===== config.mk =====
export PLATFORM = sky130hd
export DESIGN_NAME = sdram_wshb_arbiter_flat
export DESIGN_NICKNAME = d
export VERILOG_FILES = /design/src/rtl/sdram_arb_pkg.sv /design/src/rtl/wshb_if.sv /design/src/rtl/wshb_rr_pick.sv /design/src/rtl/sdram_wshb_arbiter.sv /design/src/flat_wrapper.sv
export SDC_FILE = /design/constraint.sdc
export NUM_CORES = 1
export LEC_CHECK = 0
export CAP_MARGIN = 25
export CORE_AREA = 2 2 129 131
export DETAILED_ROUTE_END_ITERATION = 7
export DIE_AREA = 0 0 131 133
export PLACE_DENSITY = 0.58
export SYNTH_ARGS = -nofsm -noshare
export SYNTH_HDL_FRONTEND = slang
export SYNTH_SLANG_ARGS = --single-unit
export TNS_END_PERCENT = 20

===== constraint.sdc =====
create_clock -name sys_clk -period 7.3 [get_ports sys_clk]
set_input_delay 2.19 -clock sys_clk [delete_from_list [all_inputs] [get_ports sys_clk]]
set_output_delay 2.19 -clock sys_clk [all_outputs]
set_load 0.05 [all_outputs]

===== src/rtl/sdram_arb_pkg.sv =====
// Shared types and constants for the two-master SDRAM Wishbone arbiter.
package sdram_arb_pkg;

    typedef enum logic [1:0] {
        IDLE = 2'd0,
        GNT0 = 2'd1,
        GNT1 = 2'd2
    } arb_state_t;

    typedef logic mst_idx_t;

    localparam logic [2:0] CTI_EOB = 3'b111;

endpackage


===== src/rtl/wshb_if.sv =====
// Wishbone bus bundle shared by the masters and the SDRAM slave port.
interface wshb_if #(
    parameter int unsigned DATA_BYTES = 4
) ();

    logic                    cyc;
    logic                    stb;
    logic                    we;
    logic [31:0]             adr;
    logic [8*DATA_BYTES-1:0] dat_ms;
    logic [DATA_BYTES-1:0]   sel;
    logic [2:0]              cti;
    logic [1:0]              bte;
    logic                    ack;
    logic                    err;
    logic                    rty;
    logic [8*DATA_BYTES-1:0] dat_sm;

    modport master (
        output cyc, stb, we, adr, dat_ms, sel, cti, bte,
        input  ack, err, rty, dat_sm
    );

    modport slave (
        input  cyc, stb, we, adr, dat_ms, sel, cti, bte,
        output ack, err, rty, dat_sm
    );

endinterface


===== src/rtl/wshb_rr_pick.sv =====
// Round-robin winner selection between two requesters.
module wshb_rr_pick
    import sdram_arb_pkg::*;
(
    input  logic [1:0] req,
    input  mst_idx_t   rr_ptr,
    output mst_idx_t   win
);

    // Pointer breaks ties; a lone requester always wins.
    always_comb begin
        win = mst_idx_t'(1'b0);
        if (&req) begin
            win = rr_ptr;
        end else if (req[1]) begin
            win = mst_idx_t'(1'b1);
        end
    end

endmodule


===== src/rtl/sdram_wshb_arbiter.sv =====
// Two-master round-robin arbiter in front of the SDRAM Wishbone slave.
// Optional per-master ack statistics: define SDRAM_ARB_STATS_EN.
module sdram_wshb_arbiter
    import sdram_arb_pkg::*;
#(
    parameter int unsigned DATA_BYTES = 4,
    parameter int unsigned MAX_GNT    = 64
) (
    input  logic   sys_clk,
    input  logic   sys_rst,
    wshb_if.slave  wshb_ifs_0,
    wshb_if.slave  wshb_ifs_1,
    wshb_if.master wshb_ifm
`ifdef SDRAM_ARB_STATS_EN
    ,
    output logic [15:0] gnt_cnt_0,
    output logic [15:0] gnt_cnt_1
`endif
);

    localparam int unsigned DAT_W  = 8 * DATA_BYTES;
    localparam int unsigned CNT_W  = 16;
    localparam int unsigned CNT_W1 = CNT_W + 1;
    localparam logic [CNT_W-1:0] CNT_MAX   = '1;
    localparam logic [CNT_W:0]   MAX_GNT_V = CNT_W1'(MAX_GNT);

    arb_state_t       state, state_nxt;
    mst_idx_t         rr_ptr, rr_ptr_nxt, pick;
    logic [CNT_W-1:0] ack_cnt, ack_cnt_nxt;
    logic [1:0]       req;
    logic             gnt_act, gnt_sel;
    logic             cyc_x, cyc_y, stb_x;
    logic [2:0]       cti_x;
    logic             ack_seen, term, eob, quota;
    logic             ack_0_c, ack_1_c;

    assign req = {wshb_ifs_1.cyc, wshb_ifs_0.cyc};

    wshb_rr_pick u_pick (
        .req    (req),
        .rr_ptr (rr_ptr),
        .win    (pick)
    );

    // Granted-master view used by the tenure logic.
    always_comb begin
        gnt_act  = (state != IDLE) && !sys_rst;
        gnt_sel  = (state == GNT1);
        cyc_x    = gnt_sel ? wshb_ifs_1.cyc : wshb_ifs_0.cyc;
        cyc_y    = gnt_sel ? wshb_ifs_0.cyc : wshb_ifs_1.cyc;
        stb_x    = gnt_sel ? wshb_ifs_1.stb : wshb_ifs_0.stb;
        cti_x    = gnt_sel ? wshb_ifs_1.cti : wshb_ifs_0.cti;
        ack_seen = wshb_ifm.ack && stb_x;
        term     = !cyc_x || ((wshb_ifm.err || wshb_ifm.rty) && stb_x);
        eob      = (cti_x == CTI_EOB);
        quota    = (MAX_GNT != 0) && (({1'b0, ack_cnt} + CNT_W1'(1)) >= MAX_GNT_V);
        ack_0_c  = gnt_act && !gnt_sel && wshb_ifm.ack;
        ack_1_c  = gnt_act &&  gnt_sel && wshb_ifm.ack;
    end

    // Forward path: granted master drives the SDRAM port, idle bus otherwise.
    always_comb begin
        wshb_ifm.cyc    = 1'b0;
        wshb_ifm.stb    = 1'b0;
        wshb_ifm.we     = 1'b0;
        wshb_ifm.adr    = '0;
        wshb_ifm.dat_ms = DAT_W'(0);
        wshb_ifm.sel    = '0;
        wshb_ifm.cti    = '0;
        wshb_ifm.bte    = '0;
        if (gnt_act && !gnt_sel) begin
            wshb_ifm.cyc    = wshb_ifs_0.cyc;
            wshb_ifm.stb    = wshb_ifs_0.stb;
            wshb_ifm.we     = wshb_ifs_0.we;
            wshb_ifm.adr    = wshb_ifs_0.adr;
            wshb_ifm.dat_ms = wshb_ifs_0.dat_ms;
            wshb_ifm.sel    = wshb_ifs_0.sel;
            wshb_ifm.cti    = wshb_ifs_0.cti;
            wshb_ifm.bte    = wshb_ifs_0.bte;
        end else if (gnt_act && gnt_sel) begin
            wshb_ifm.cyc    = wshb_ifs_1.cyc;
            wshb_ifm.stb    = wshb_ifs_1.stb;
            wshb_ifm.we     = wshb_ifs_1.we;
            wshb_ifm.adr    = wshb_ifs_1.adr;
            wshb_ifm.dat_ms = wshb_ifs_1.dat_ms;
            wshb_ifm.sel    = wshb_ifs_1.sel;
            wshb_ifm.cti    = wshb_ifs_1.cti;
            wshb_ifm.bte    = wshb_ifs_1.bte;
        end
    end

    // Return path: only the granted master sees responses; the other stalls.
    always_comb begin
        wshb_ifs_0.ack    = ack_0_c;
        wshb_ifs_0.err    = gnt_act && !gnt_sel && wshb_ifm.err;
        wshb_ifs_0.rty    = gnt_act && !gnt_sel && wshb_ifm.rty;
        wshb_ifs_0.dat_sm = (gnt_act && !gnt_sel) ? wshb_ifm.dat_sm : DAT_W'(0);
        wshb_ifs_1.ack    = ack_1_c;
        wshb_ifs_1.err    = gnt_act && gnt_sel && wshb_ifm.err;
        wshb_ifs_1.rty    = gnt_act && gnt_sel && wshb_ifm.rty;
        wshb_ifs_1.dat_sm = (gnt_act && gnt_sel) ? wshb_ifm.dat_sm : DAT_W'(0);
    end

    // Next grant, pointer and tenure ack count.
    always_comb begin
        state_nxt   = state;
        rr_ptr_nxt  = rr_ptr;
        ack_cnt_nxt = ack_cnt;
        unique case (state)
            IDLE: begin
                if (|req) begin
                    state_nxt = pick ? GNT1 : GNT0;
                    if (&req) begin
                        rr_ptr_nxt = mst_idx_t'(~pick);
                    end
                end
            end
            GNT0, GNT1: begin
                if (term) begin
                    state_nxt = cyc_y ? (gnt_sel ? GNT0 : GNT1) : IDLE;
                end else if (ack_seen && cyc_y && (eob || quota)) begin
                    state_nxt = gnt_sel ? GNT0 : GNT1;
                end
            end
            default: state_nxt = IDLE;
        endcase
        if (state_nxt != state) begin
            ack_cnt_nxt = '0;
        end else if (ack_seen && (state != IDLE) && (ack_cnt != CNT_MAX)) begin
            ack_cnt_nxt = ack_cnt + CNT_W'(1);
        end
    end

    // State, pointer and counter registers.
    always_ff @(posedge sys_clk or posedge sys_rst) begin
        if (sys_rst) begin
            state   <= IDLE;
            rr_ptr  <= mst_idx_t'(1'b0);
            ack_cnt <= '0;
        end else begin
            state   <= state_nxt;
            rr_ptr  <= rr_ptr_nxt;
            ack_cnt <= ack_cnt_nxt;
        end
    end

`ifdef SDRAM_ARB_STATS_EN
    // Saturating per-master delivered-ack counters.
    always_ff @(posedge sys_clk or posedge sys_rst) begin
        if (sys_rst) begin
            gnt_cnt_0 <= '0;
            gnt_cnt_1 <= '0;
        end else begin
            if (ack_0_c && (gnt_cnt_0 != 16'hFFFF)) gnt_cnt_0 <= gnt_cnt_0 + 16'd1;
            if (ack_1_c && (gnt_cnt_1 != 16'hFFFF)) gnt_cnt_1 <= gnt_cnt_1 + 16'd1;
        end
    end
`endif

endmodule

===== src/flat_wrapper.sv =====
// flat-port wrapper written by rule: the top's interface ports become plain ports
module sdram_wshb_arbiter_flat import sdram_arb_pkg::*;
#(
    parameter int unsigned DATA_BYTES = 4,
    parameter int unsigned MAX_GNT    = 64
)
  (sys_clk, sys_rst, wshb_ifs_0_cyc, wshb_ifs_0_stb, wshb_ifs_0_we, wshb_ifs_0_adr, wshb_ifs_0_dat_ms, wshb_ifs_0_sel, wshb_ifs_0_cti, wshb_ifs_0_bte, wshb_ifs_0_ack, wshb_ifs_0_err, wshb_ifs_0_rty, wshb_ifs_0_dat_sm, wshb_ifs_1_cyc, wshb_ifs_1_stb, wshb_ifs_1_we, wshb_ifs_1_adr, wshb_ifs_1_dat_ms, wshb_ifs_1_sel, wshb_ifs_1_cti, wshb_ifs_1_bte, wshb_ifs_1_ack, wshb_ifs_1_err, wshb_ifs_1_rty, wshb_ifs_1_dat_sm, wshb_ifm_cyc, wshb_ifm_stb, wshb_ifm_we, wshb_ifm_adr, wshb_ifm_dat_ms, wshb_ifm_sel, wshb_ifm_cti, wshb_ifm_bte, wshb_ifm_ack, wshb_ifm_err, wshb_ifm_rty, wshb_ifm_dat_sm);
  wshb_if #(.DATA_BYTES(DATA_BYTES)) wshb_ifs_0_i ();
  wshb_if #(.DATA_BYTES(DATA_BYTES)) wshb_ifs_1_i ();
  wshb_if #(.DATA_BYTES(DATA_BYTES)) wshb_ifm_i ();
  input  logic sys_clk;
  input  logic sys_rst;
  input wire logic [$bits(wshb_ifs_0_i.cyc)-1:0] wshb_ifs_0_cyc;
  input wire logic [$bits(wshb_ifs_0_i.stb)-1:0] wshb_ifs_0_stb;
  input wire logic [$bits(wshb_ifs_0_i.we)-1:0] wshb_ifs_0_we;
  input wire logic [$bits(wshb_ifs_0_i.adr)-1:0] wshb_ifs_0_adr;
  input wire logic [$bits(wshb_ifs_0_i.dat_ms)-1:0] wshb_ifs_0_dat_ms;
  input wire logic [$bits(wshb_ifs_0_i.sel)-1:0] wshb_ifs_0_sel;
  input wire logic [$bits(wshb_ifs_0_i.cti)-1:0] wshb_ifs_0_cti;
  input wire logic [$bits(wshb_ifs_0_i.bte)-1:0] wshb_ifs_0_bte;
  output wire logic [$bits(wshb_ifs_0_i.ack)-1:0] wshb_ifs_0_ack;
  output wire logic [$bits(wshb_ifs_0_i.err)-1:0] wshb_ifs_0_err;
  output wire logic [$bits(wshb_ifs_0_i.rty)-1:0] wshb_ifs_0_rty;
  output wire logic [$bits(wshb_ifs_0_i.dat_sm)-1:0] wshb_ifs_0_dat_sm;
  input wire logic [$bits(wshb_ifs_1_i.cyc)-1:0] wshb_ifs_1_cyc;
  input wire logic [$bits(wshb_ifs_1_i.stb)-1:0] wshb_ifs_1_stb;
  input wire logic [$bits(wshb_ifs_1_i.we)-1:0] wshb_ifs_1_we;
  input wire logic [$bits(wshb_ifs_1_i.adr)-1:0] wshb_ifs_1_adr;
  input wire logic [$bits(wshb_ifs_1_i.dat_ms)-1:0] wshb_ifs_1_dat_ms;
  input wire logic [$bits(wshb_ifs_1_i.sel)-1:0] wshb_ifs_1_sel;
  input wire logic [$bits(wshb_ifs_1_i.cti)-1:0] wshb_ifs_1_cti;
  input wire logic [$bits(wshb_ifs_1_i.bte)-1:0] wshb_ifs_1_bte;
  output wire logic [$bits(wshb_ifs_1_i.ack)-1:0] wshb_ifs_1_ack;
  output wire logic [$bits(wshb_ifs_1_i.err)-1:0] wshb_ifs_1_err;
  output wire logic [$bits(wshb_ifs_1_i.rty)-1:0] wshb_ifs_1_rty;
  output wire logic [$bits(wshb_ifs_1_i.dat_sm)-1:0] wshb_ifs_1_dat_sm;
  output wire logic [$bits(wshb_ifm_i.cyc)-1:0] wshb_ifm_cyc;
  output wire logic [$bits(wshb_ifm_i.stb)-1:0] wshb_ifm_stb;
  output wire logic [$bits(wshb_ifm_i.we)-1:0] wshb_ifm_we;
  output wire logic [$bits(wshb_ifm_i.adr)-1:0] wshb_ifm_adr;
  output wire logic [$bits(wshb_ifm_i.dat_ms)-1:0] wshb_ifm_dat_ms;
  output wire logic [$bits(wshb_ifm_i.sel)-1:0] wshb_ifm_sel;
  output wire logic [$bits(wshb_ifm_i.cti)-1:0] wshb_ifm_cti;
  output wire logic [$bits(wshb_ifm_i.bte)-1:0] wshb_ifm_bte;
  input wire logic [$bits(wshb_ifm_i.ack)-1:0] wshb_ifm_ack;
  input wire logic [$bits(wshb_ifm_i.err)-1:0] wshb_ifm_err;
  input wire logic [$bits(wshb_ifm_i.rty)-1:0] wshb_ifm_rty;
  input wire logic [$bits(wshb_ifm_i.dat_sm)-1:0] wshb_ifm_dat_sm;
  assign wshb_ifs_0_i.cyc = wshb_ifs_0_cyc;
  assign wshb_ifs_0_i.stb = wshb_ifs_0_stb;
  assign wshb_ifs_0_i.we = wshb_ifs_0_we;
  assign wshb_ifs_0_i.adr = wshb_ifs_0_adr;
  assign wshb_ifs_0_i.dat_ms = wshb_ifs_0_dat_ms;
  assign wshb_ifs_0_i.sel = wshb_ifs_0_sel;
  assign wshb_ifs_0_i.cti = wshb_ifs_0_cti;
  assign wshb_ifs_0_i.bte = wshb_ifs_0_bte;
  assign wshb_ifs_0_ack = wshb_ifs_0_i.ack;
  assign wshb_ifs_0_err = wshb_ifs_0_i.err;
  assign wshb_ifs_0_rty = wshb_ifs_0_i.rty;
  assign wshb_ifs_0_dat_sm = wshb_ifs_0_i.dat_sm;
  assign wshb_ifs_1_i.cyc = wshb_ifs_1_cyc;
  assign wshb_ifs_1_i.stb = wshb_ifs_1_stb;
  assign wshb_ifs_1_i.we = wshb_ifs_1_we;
  assign wshb_ifs_1_i.adr = wshb_ifs_1_adr;
  assign wshb_ifs_1_i.dat_ms = wshb_ifs_1_dat_ms;
  assign wshb_ifs_1_i.sel = wshb_ifs_1_sel;
  assign wshb_ifs_1_i.cti = wshb_ifs_1_cti;
  assign wshb_ifs_1_i.bte = wshb_ifs_1_bte;
  assign wshb_ifs_1_ack = wshb_ifs_1_i.ack;
  assign wshb_ifs_1_err = wshb_ifs_1_i.err;
  assign wshb_ifs_1_rty = wshb_ifs_1_i.rty;
  assign wshb_ifs_1_dat_sm = wshb_ifs_1_i.dat_sm;
  assign wshb_ifm_cyc = wshb_ifm_i.cyc;
  assign wshb_ifm_stb = wshb_ifm_i.stb;
  assign wshb_ifm_we = wshb_ifm_i.we;
  assign wshb_ifm_adr = wshb_ifm_i.adr;
  assign wshb_ifm_dat_ms = wshb_ifm_i.dat_ms;
  assign wshb_ifm_sel = wshb_ifm_i.sel;
  assign wshb_ifm_cti = wshb_ifm_i.cti;
  assign wshb_ifm_bte = wshb_ifm_i.bte;
  assign wshb_ifm_i.ack = wshb_ifm_ack;
  assign wshb_ifm_i.err = wshb_ifm_err;
  assign wshb_ifm_i.rty = wshb_ifm_rty;
  assign wshb_ifm_i.dat_sm = wshb_ifm_dat_sm;
  sdram_wshb_arbiter #(.DATA_BYTES(DATA_BYTES), .MAX_GNT(MAX_GNT)) u_core (.sys_clk(sys_clk), .sys_rst(sys_rst), .wshb_ifs_0(wshb_ifs_0_i), .wshb_ifs_1(wshb_ifs_1_i), .wshb_ifm(wshb_ifm_i));
endmodule

==> results.py <==
metrics = {
    "run_status": {
        "status": "finished clean",
    },
    "logic_synthesis": {
        "synth_edf_count": 0,
        "async_reset_ff_frac": 1.00,
        "synth_top_area_share": 0.245,
        "yosys_register_bits": 19,
        "synthTopCellsByArea": "mux2i_1, dfrtp_1, nor2_1",
        "ys_types": 50,
        "syn-cell-area_um2": 3150,
        "syn_inst": 423,
        "ys_seq_area_frac": 0.151,
        "yosysTopAreaCell": "mux2i_1",
        "ys_warn_count": 0,
        "avgSynthCellArea_um2": 7.44,
        "synth_nets": 617,
        "ys.flop_type": "dfrtp_1",
    },
    "power": {
        "p_seq_frac": 0.065,
        "irDropWorstVdd_mv": 0.146,
        "sw_frac_of_total": 0.572,
        "combinationalPowerShare": 0.878,
        "power.density_nw_per_um2": 283,
        "power_mw": 2.03,
        "power_frac_clock": 0.058,
        "p_switching_mw": 1.16,
        "leakagePower_nw": 2.77,
        "power.internal_uw": 869,
    },
    "floorplanning": {
        "num_rows": 47,
        "start_util": 0.195,
        "io_pins": 335,
        "core_um2": 16200,
        "die_height_um": 133,
        "fp.dieW_um": 131,
        "die_area_um2": 17400,
    },
    "sta": {
        "slew_violations": 0,
        "worst_slew_pin_slew_ns": 0.778,
        "slew-limit-headroom": 0.481,
        "setup_viol": 0,
        "hold_viol_final": 0,
        "fin_crit_sh": 0.916,
        "rsz0062_at_grt": "false",
        "fin_tns_setup_ns": 0,
        "fin_crit_ns": 6.69,
        "fmax_mhz": 150,
        "clock_skew_ns": 0.00213,
    },
    "cts": {
        "cts_sinks": 19,
        "cts_buffers": 3,
        "path_clk_slew_ns": 0.06,
        "clk_latency_ns": 0.25,
        "root_buffer": "clkbuf_16",
        "cts_setup_buffers": 0,
        "cts_hold_buf": 0,
        "cts_max_level": 1,
        "clk_path_buf_depth": 2,
        "cts_tree": "built",
        "post_cts_resized": 0,
    },
    "detailed_routing": {
        "drt_first_pass_iters": 4,
        "drt-initial-drc-count": 321,
        "drcViolationCount": 0,
        "ant_nets": 0,
        "routed_wl_um": 20100,
        "viasPerCell": 4.67,
        "vias": 4486,
        "wl_per_cell_um": 20.9,
    },
    "critical_path": {
        "start_kind": "input pin",
        "endpoint_kind": "primary output",
        "r2r_setup_slack_ns": 3.91,
        "worstPathArrival_ns": 4.50,
        "cp_top_family": "buffers and inverters",
        "reg2reg_depth": 10,
        "crit_fanout": 26,
        "crit_top_cell": "clkdlybuf4s50_1",
        "cp_num_buf_inv": 3,
        "path_cells": "clkdlybuf4s50_1 > or2_2 > buf_4 > nor2_1 > clkdlybuf4s50_1",
        "slowest_delay_ns": 0.83,
        "rr_endpoint": "u_core.ack_cnt[10]$_DFFE_PP0P_",
        "cp_data_required_time_ns": 5.11,
        "criticalPathCategory": "in -> out",
        "slowest_stage": "clkdlybuf4s50_1",
        "r2r-start": "u_core.state[0]$_DFF_PP0_",
    },
    "layout": {
        "final_nets": 928,
        "fillCellCount": 1581,
        "layout_common_cells": "clkdlybuf4s50_1, nor2_1, mux2i_1",
        "layout_commonest_cell": "clkdlybuf4s50_1",
        "area_growth_pct": 128,
        "drive_gt1_frac": 0.0955,
    },
    "global_routing": {
        "grt_use_total": 0.218,
        "grt_max_degree": 66,
        "first_global_vias": 4373,
        "grt_pass1_wl_um": 28200,
        "antenna_found_initial": 11,
        "grt_overflow_total": 0,
    },
    "place": {
        "portBuffers": 334,
        "detailedPlacementHpwl_um": 17200,
        "gp_congestion": 0.973,
    },
    "worst_hold_path": {
        "min_from": "u_core.rr_ptr$_DFFE_PP0P_",
        "worstHoldPathType": "reg -> reg",
        "whs_endpoint": "u_core.rr_ptr$_DFFE_PP0P_",
        "whs_path_depth": 1,
    },
    "flow_run": {
        "max-cap-violations": 0,
    },
}
[per-layer routing]
metal,vias up,part of all wire,track usage
met5,-,0.0028,0
met4,8,0.0093,0.0278
met3,23,0.11,0.0809
met2,236,0.44,0.346
met1,2100,0.43,0.289
li1,2119,-,-
[flip-flops by register name, summed over array words and instances (netlist names)]
name,flops
u_core.state,2
u_core.rr_ptr,1
u_core.ack_cnt,16
[Yosys cell counts, types with 7 or more instances]
library cell   n
nor4_2        10
and3_1        36
nor2_1        86
inv_1          7
and2_1        39
nand3_1        9
dfrtp_1       19
nand4_1       12
nand2_1       16
nor4_1         8
xor2_1        11
clkbuf_1      26
mux2i_1       77
[worst max-delay path by stage]
stage                        from                   to  slack (ns)  cells past startpoint
after global routing      sys_rst      wshb_ifm_adr[4]        0.53                      5
after global placement    sys_rst  wshb_ifm_dat_ms[26]        0.60                      5
after detailed placement  sys_rst  wshb_ifm_dat_ms[26]        0.59                      5
after CTS                 sys_rst  wshb_ifm_dat_ms[26]        0.58                      5
final                     sys_rst  wshb_ifm_dat_ms[26]        0.61                      5
after floorplan           sys_rst     wshb_ifm_adr[18]        1.47                      5
[power by group through the flow]
stage	logic (mW)	clock network (mW)	registers, mW
final	1.78	0.117	0.131
after global routing	1.86	0.122	0.133
after CTS	1.78	0.118	0.131
after detailed placement	1.78	0	0.133
after global placement	1.77	0	0.132
after floorplan	1.12	0	0.129
[stage by stage]
step	hold slack, ns	cells	setup slack [ns]	util	instance area [um^2]
after global placement	0.454	948	0.602	0.436	7050
after detailed placement	0.473	948	0.591	0.436	7050
final	0.482	960	0.612	0.443	7160
after global routing	0.514	954	0.535	0.442	7150
after CTS	0.483	952	0.576	0.441	7130
after floorplan	0.438	423	1.47	-	3150
[kinds of logic (layout without fill, tap and decap cells)]
kind of cell	Yosys count	count (layout)	share of synthesized area
and+or+nand+nor	234	234	0.408
muxes	78	78	0.249
buffers and inverters	44	354	0.0573
AOI/OAI and AO/OA	26	26	0.0680
DFF	19	19	0.151
xor gates and xnor gates	17	17	0.0473
adders and majority gates	5	5	0.0199
other	0	7	0
[cell type report]
| class | count | area (um^2) | area share |
|---|---|---|---|
| Antenna cell | 7 | 17.5 | 0.00244 |
| Clock buffer | 3 | 75.1 | 0.0105 |
| Clock inverter | 1 | 5.00 | 0.000699 |
| Inverter | 7 | 26.3 | 0.00367 |
| Multi-Input combinational cell | 360 | 2510 | 0.350 |
| Sequential cell | 19 | 475 | 0.0664 |
| Tap cell | 220 | 275 | 0.0384 |
| Timing Repair Buffer | 343 | 3780 | 0.528 |
Note: power is estimated with default switching activity, not from simulation.
